**src/rtl/svm_pkg.sv**
```systemverilog
// Shared types and helpers for the SVM classification pipeline.
// KER_W/TERM_W describe the default 9-bit configuration; modules derive their own widths.
package svm_pkg;

    typedef enum logic [1:0] {IDLE, RUN, DRAIN, DONE} state_t;
    typedef enum logic {K_LINEAR, K_POLY2} kmode_t;

    localparam int unsigned DEF_DATA_W  = 9;
    localparam int unsigned DEF_ALPHA_W = 9;
    localparam int unsigned KER_W       = 4 * DEF_DATA_W + 2;
    localparam int unsigned TERM_W      = KER_W + DEF_ALPHA_W;
    localparam int unsigned WIDE_W      = 128;

    // Operands are sign-extended to WIDE_W so the sum is exact; the result is clamped
    // to the signed acc_w range and returned sign-extended.
    function automatic logic signed [WIDE_W-1:0] sat_add(
        input logic signed [WIDE_W-1:0] a,
        input logic signed [WIDE_W-1:0] b,
        input int unsigned              acc_w
    );
        logic signed [WIDE_W-1:0] one;
        logic signed [WIDE_W-1:0] hi;
        logic signed [WIDE_W-1:0] lo;
        logic signed [WIDE_W-1:0] s;
        one = {{(WIDE_W-1){1'b0}}, 1'b1};
        hi  = (one <<< (acc_w - 1)) - one;
        lo  = -hi - one;
        s   = a + b;
        if (s > hi) begin
            return hi;
        end else if (s < lo) begin
            return lo;
        end
        return s;
    endfunction

endpackage

```
**src/rtl/svm_kernel_unit.sv**
```systemverilog
// Stage 1: registered kernel K = x_test*sv_x + 1, optionally squared, plus beat side data.
module svm_kernel_unit
    import svm_pkg::*;
#(
    parameter int unsigned DATA_W  = 9,
    parameter int unsigned ALPHA_W = 9
) (
    input  logic                  clk,
    input  logic                  reset,
    input  logic                  in_valid,
    input  logic                  kernel_mode,
    input  logic [DATA_W-1:0]     x_test,
    input  logic [DATA_W-1:0]     sv_x,
    input  logic [ALPHA_W-1:0]    sv_alpha,
    input  logic signed [1:0]     sv_y,
    output logic                  out_valid,
    output logic [4*DATA_W+1:0]   kernel,
    output logic [ALPHA_W-1:0]    alpha,
    output logic                  neg,
    output logic                  zero
);

    localparam int unsigned P_W = 2 * DATA_W;
    localparam int unsigned KW  = 4 * DATA_W + 2;

    logic [P_W-1:0] prod;
    logic [P_W:0]   p1;
    logic [KW-1:0]  k_d;

    always_comb begin
        prod = P_W'(x_test) * P_W'(sv_x);
        p1   = {1'b0, prod} + {{P_W{1'b0}}, 1'b1};
        if (kernel_mode == K_POLY2) begin
            k_d = KW'(p1) * KW'(p1);
        end else begin
            k_d = KW'(p1);
        end
    end

    always_ff @(posedge clk or posedge reset) begin
        if (reset) begin
            out_valid <= 1'b0;
            kernel    <= '0;
            alpha     <= '0;
            neg       <= 1'b0;
            zero      <= 1'b0;
        end else begin
            out_valid <= in_valid;
            if (in_valid) begin
                kernel <= k_d;
                alpha  <= sv_alpha;
                // -2 has the sign bit set, so it is treated as -1
                neg    <= sv_y[1];
                zero   <= (sv_y == 2'sb00);
            end
        end
    end

endmodule

```
**src/rtl/svm_classifier_pipe.sv**
```systemverilog
// Scores one test sample against a stream of NUM_SV support vectors and returns a +/-1 class
// together with the saturated decision score.
module svm_classifier_pipe
    import svm_pkg::*;
#(
    parameter int unsigned DATA_W  = 9,
    parameter int unsigned ALPHA_W = 9,
    parameter int unsigned NUM_SV  = 100,
    parameter int unsigned ACC_W   = 56
) (
    input  logic                    clk,
    input  logic                    reset,
    input  logic                    start,
    input  logic [DATA_W-1:0]       x_test,
    input  logic                    kernel_mode,
    input  logic signed [ACC_W-1:0] bias,
    input  logic                    sv_valid,
    output logic                    sv_ready,
    input  logic [ALPHA_W-1:0]      sv_alpha,
    input  logic [DATA_W-1:0]       sv_x,
    input  logic signed [1:0]       sv_y,
    output logic                    busy,
    output logic                    result_valid,
    output logic signed [1:0]       class_out,
    output logic signed [ACC_W-1:0] score
);

    localparam int unsigned KW    = 4 * DATA_W + 2;
    localparam int unsigned TW    = KW + ALPHA_W;
    localparam int unsigned CNT_W = (NUM_SV < 2) ? 1 : $clog2(NUM_SV + 1);
    localparam logic [CNT_W-1:0] LAST = CNT_W'(NUM_SV - 1);

    state_t                  state;
    logic [CNT_W-1:0]        count;
    logic [DATA_W-1:0]       x_q;
    logic                    mode_q;
    logic signed [ACC_W-1:0] bias_q;
    logic signed [ACC_W-1:0] acc;
    logic                    drain_cnt;

    logic                    accept;
    logic                    k_valid;
    logic [KW-1:0]           k_ker;
    logic [ALPHA_W-1:0]      k_alpha;
    logic                    k_neg;
    logic                    k_zero;
    logic [TW-1:0]           mag;
    logic signed [WIDE_W-1:0] term;
    logic signed [ACC_W-1:0] acc_d;
    logic signed [ACC_W-1:0] score_d;

    assign accept = sv_valid && sv_ready;
    assign busy   = (state != IDLE);

    svm_kernel_unit #(
        .DATA_W  (DATA_W),
        .ALPHA_W (ALPHA_W)
    ) u_kernel (
        .clk         (clk),
        .reset       (reset),
        .in_valid    (accept),
        .kernel_mode (mode_q),
        .x_test      (x_q),
        .sv_x        (sv_x),
        .sv_alpha    (sv_alpha),
        .sv_y        (sv_y),
        .out_valid   (k_valid),
        .kernel      (k_ker),
        .alpha       (k_alpha),
        .neg         (k_neg),
        .zero        (k_zero)
    );

    always_comb begin
        mag  = TW'(k_alpha) * TW'(k_ker);
        term = WIDE_W'(mag);
        if (k_zero) begin
            term = '0;
        end else if (k_neg) begin
            term = -term;
        end
        acc_d   = ACC_W'(sat_add(WIDE_W'(acc), term, ACC_W));
        score_d = ACC_W'(sat_add(WIDE_W'(acc), WIDE_W'(bias_q), ACC_W));
    end

    always_ff @(posedge clk or posedge reset) begin
        if (reset) begin
            state        <= IDLE;
            count        <= '0;
            x_q          <= '0;
            mode_q       <= 1'b0;
            bias_q       <= '0;
            acc          <= '0;
            drain_cnt    <= 1'b0;
            sv_ready     <= 1'b0;
            result_valid <= 1'b0;
            class_out    <= 2'sb00;
            score        <= '0;
        end else begin
            result_valid <= 1'b0;
            if (k_valid) begin
                acc <= acc_d;
            end
            unique case (state)
                IDLE: begin
                    if (start) begin
                        x_q      <= x_test;
                        mode_q   <= kernel_mode;
                        bias_q   <= bias;
                        acc      <= '0;
                        count    <= '0;
                        sv_ready <= 1'b1;
                        state    <= RUN;
                    end
                end
                RUN: begin
                    if (accept) begin
                        count <= count + CNT_W'(1);
                        if (count == LAST) begin
                            sv_ready  <= 1'b0;
                            drain_cnt <= 1'b0;
                            state     <= DRAIN;
                        end
                    end
                end
                DRAIN: begin
                    // Second drain cycle: the last term landed in acc on the previous edge
                    if (drain_cnt) begin
                        score        <= score_d;
                        class_out    <= (score_d > 0) ? 2'sb01 : 2'sb11;
                        result_valid <= 1'b1;
                        state        <= DONE;
                    end else begin
                        drain_cnt <= 1'b1;
                    end
                end
                DONE: begin
                    state <= IDLE;
                end
                default: begin
                    state <= IDLE;
                end
            endcase
        end
    end

endmodule

```
**config.mk**
```make
export PLATFORM = sky130hd
export DESIGN_NAME = svm_classifier_pipe
export DESIGN_NICKNAME = d
export VERILOG_FILES = /design/src/rtl/svm_pkg.sv /design/src/rtl/svm_kernel_unit.sv /design/src/rtl/svm_classifier_pipe.sv
export SDC_FILE = /design/constraint.sdc
export NUM_CORES = 2
export LEC_CHECK = 0
export ABC_AREA = 1
export CORE_UTILIZATION = 55
export DETAILED_ROUTE_END_ITERATION = 6
export PLACE_DENSITY = 0.7
export SETUP_SLACK_MARGIN = 0.15
export SLEW_MARGIN = 0
export SYNTH_ARGS = -nofsm -noshare
export SYNTH_HDL_FRONTEND = slang
export SYNTH_HIERARCHICAL = 1
export SYNTH_SLANG_ARGS = --single-unit
```
**constraint.sdc**
```tcl
create_clock -name clk -period 22.9 [get_ports clk]
set_clock_uncertainty 0.1 [all_clocks]
set_input_delay 2.29 -clock clk [delete_from_list [all_inputs] [get_ports clk]]
set_output_delay 2.29 -clock clk [all_outputs]
set_load 0.02 [all_outputs]
```
==> out/qor.yml <==
status: "complete, no violations"
overflow: 0
cp_max_fo: 55
numCtsBuffers: 28
period_share_pct: 53.7
maxSlewHeadroom_pct: 20.0
synth_enable_flop_cells: 0
die_h_um: 316
synth-seq-cells: 242
tns_ns: 0
antenna_found_initial: 1
reg2reg_depth: 44
grt_pass1_wl_mm: 294
initial_core_util_pct: 55.8
first_pass_iters: 6
h-tree-depth: 1
port_buffers: 150
grt_usage_pct: 37.8
die_w_um: 316
antenna_left: 0
post_cts_buffers: 0
syn_nets: 9700
min_from: "class_out[0]"
area_growth_pct: 6.04
r2r-start: "u_kernel/alpha[7]"
core_area_um2: 97100
finalHoldViolations: 0
cp.arrival_ns: 12.74
die_area_um2: 99800
wirelength_mm: 188
synth_cell_types: 64
syn_area_um2: 54200
clk_pin_slew_ns: 0.06
clkSinkCount: 242
clk_latency_ns: 0.64
avgSynthCellArea_um2: 6.26
slowest_stage: "nand2_2"
ys_seq_area_share_pct: 11.2
pre_cts_ws_ns: 10.47
final_max_slew_viol_count: 0
synthTopCellsByCount: "nand2_1, inv_1, nor2_1"
cp_common_cell: "nand2_1"
synth_cells: 8662
synth.largest_area_cell: "fa_1"
io_pins: 151
drt_iter0_drc: 5146
postCtsHoldBufs: 0
r2r_end: "acc[15]"
vias: 54300
rrSetupSlack_ns: 10.61
drive_gt1_share_pct: 3.86
hold_depth: 1
post-dp-hpwl_mm: 159
finalSetupViolCount: 0
n_antenna_cell: 0
fp-row-count: 114
synth_area_leaders: "fa_1, nand2_1, inv_1, dfrtp_1, ha_1"
ys.warnings.count: 6
wire_per_inst_um: 18.9
crit_type: "flop to flop"
period_needed_ns: 12.29
clockBufferDepth: 3
async_flop_share_pct: 100
grt_max_degree: 86
vias_per_cell: 5.46
final_nets: 9686
clock.fmax_mhz: 81.4
rsz0062_at_grt: "no"
cts_resized: 0
worstMarginPinSlew_ns: 1.20
place_congestion: 1.05
fin_ws_ns: 10.61
drc: 0
whs_endpoint: "class_out[0]"
synth_top_cell_area_share_pct: 20.5
final.fill_count: 9728
tritoncts: "built"
start_kind: "flop"
synth_ff_type: "dfrtp_1"
hp-class: "flop to flop"
synth.most_common_cell: "nand2_1"
cts-root-buf: "clkbuf_16"
first_global_vias: 52600
cap_viol_max_count: 0
cp-end-kind: "flop"
slowest_delay_ns: 0.86
cp_data_required_time_ns: 23.35
==> worst max path at each step <==
stage / startpoint / end / slack [ns]
final: u_kernel/alpha[7] / acc[15] / 10.61
after global routing: u_kernel/alpha[7] / acc[15] / 10.11
after CTS: u_kernel/alpha[7] / acc[15] / 10.94
after detailed placement: sv_x[8] / u_kernel/kernel[18] / 10.47
after global placement: sv_x[8] / u_kernel/kernel[18] / 10.56
after floorplan: sv_x[8] / u_kernel/kernel[37] / 11.98
==> state kept, by name, indices dropped and copies added, names as in the netlist <==
name,flops
bias_q,56
sv_ready,1
result_valid,1
u_kernel/neg,1
u_kernel/kernel,38
state,2
drain_cnt,1
x_q,9
mode_q,1
count,7
u_kernel/alpha,9
u_kernel/zero,1
u_kernel/out_valid,1
score,56
acc,56
class_out,2
==> through the flow <==
step | utilization, % | hold slack [ns] | area (um^2) | std cells
detailed placement | 58.1 | 0.355 | 56500 | 9894
finish | 59.2 | 0.363 | 57500 | 9945
global placement | 58.1 | 0.353 | 56500 | 9894
floorplan | - | 0.340 | 54200 | 8662
CTS | 59.2 | 0.372 | 57500 | 9945
global route | 59.2 | 0.393 | 57500 | 9945
==> kinds of logic after synthesis <==
group	after synthesis	synth area share, %
and+or+nand+nor	4203	31.5
xor gates and xnor gates	143	2.35
AOI/OAI and AO/OA	996	10.2
adders and majority gates	948	29.6
DFF	242	11.2
buffers and inverters	2130	15.2
==> layer usage <==
| metal | vias up | part of all wire [%] | GRT usage [%] |
|---|---|---|---|
| met3 | 390 | 8.4 | 5.01 |
| met5 | - | 0 | 0 |
| met1 | 25600 | 43 | 52.1 |
| met4 | 0 | 4.7 | 15.4 |
| li1 | 26100 | - | - |
| met2 | 2231 | 44 | 60.0 |
==> critical path: cells and delay by family (launching register included) <==
| family | cells | cell delay (ns) |
|---|---|---|
| buffers and inverters | 7 | 0.88 |
| AND/OR/NAND/NOR | 22 | 4.76 |
| XOR/XNOR | 1 | 0.44 |
| adder cells (fa/ha/maj) | 6 | 3.11 |
| AO/OA/AOI/OAI | 8 | 2.11 |
| flip-flops | 1 | 0.72 |
==> cells in the final DEF (no fill, tap or decap), drive strengths merged, types with 20 or more instances in the layout <==
cell / count
a21oi: 540
a31oi: 20
buf: 30
clkbuf: 33
clkdlybuf4s50: 150
dfrtp: 242
fa: 554
ha: 394
inv: 1903
nand2: 2669
nand3: 337
nand4: 66
nor2: 981
nor3: 101
o21ai: 341
o21bai: 30
xnor2: 35
xor2: 108
==> cell type report <==
cell class	count	area, um^2	area share [%]
sequential	242	6060	10.5
timing repair buffer	180	1730	3.00
multi-input combinational	6290	39900	69.4
clock inverter	18	265	0.461
inverter	1906	7170	12.5
clock buffer	33	739	1.29
tap	1276	1600	2.78
Power is left out: the tool's default activity adds up to more than one toggle a clock period on the data nets, which glitch-free logic cannot reach.
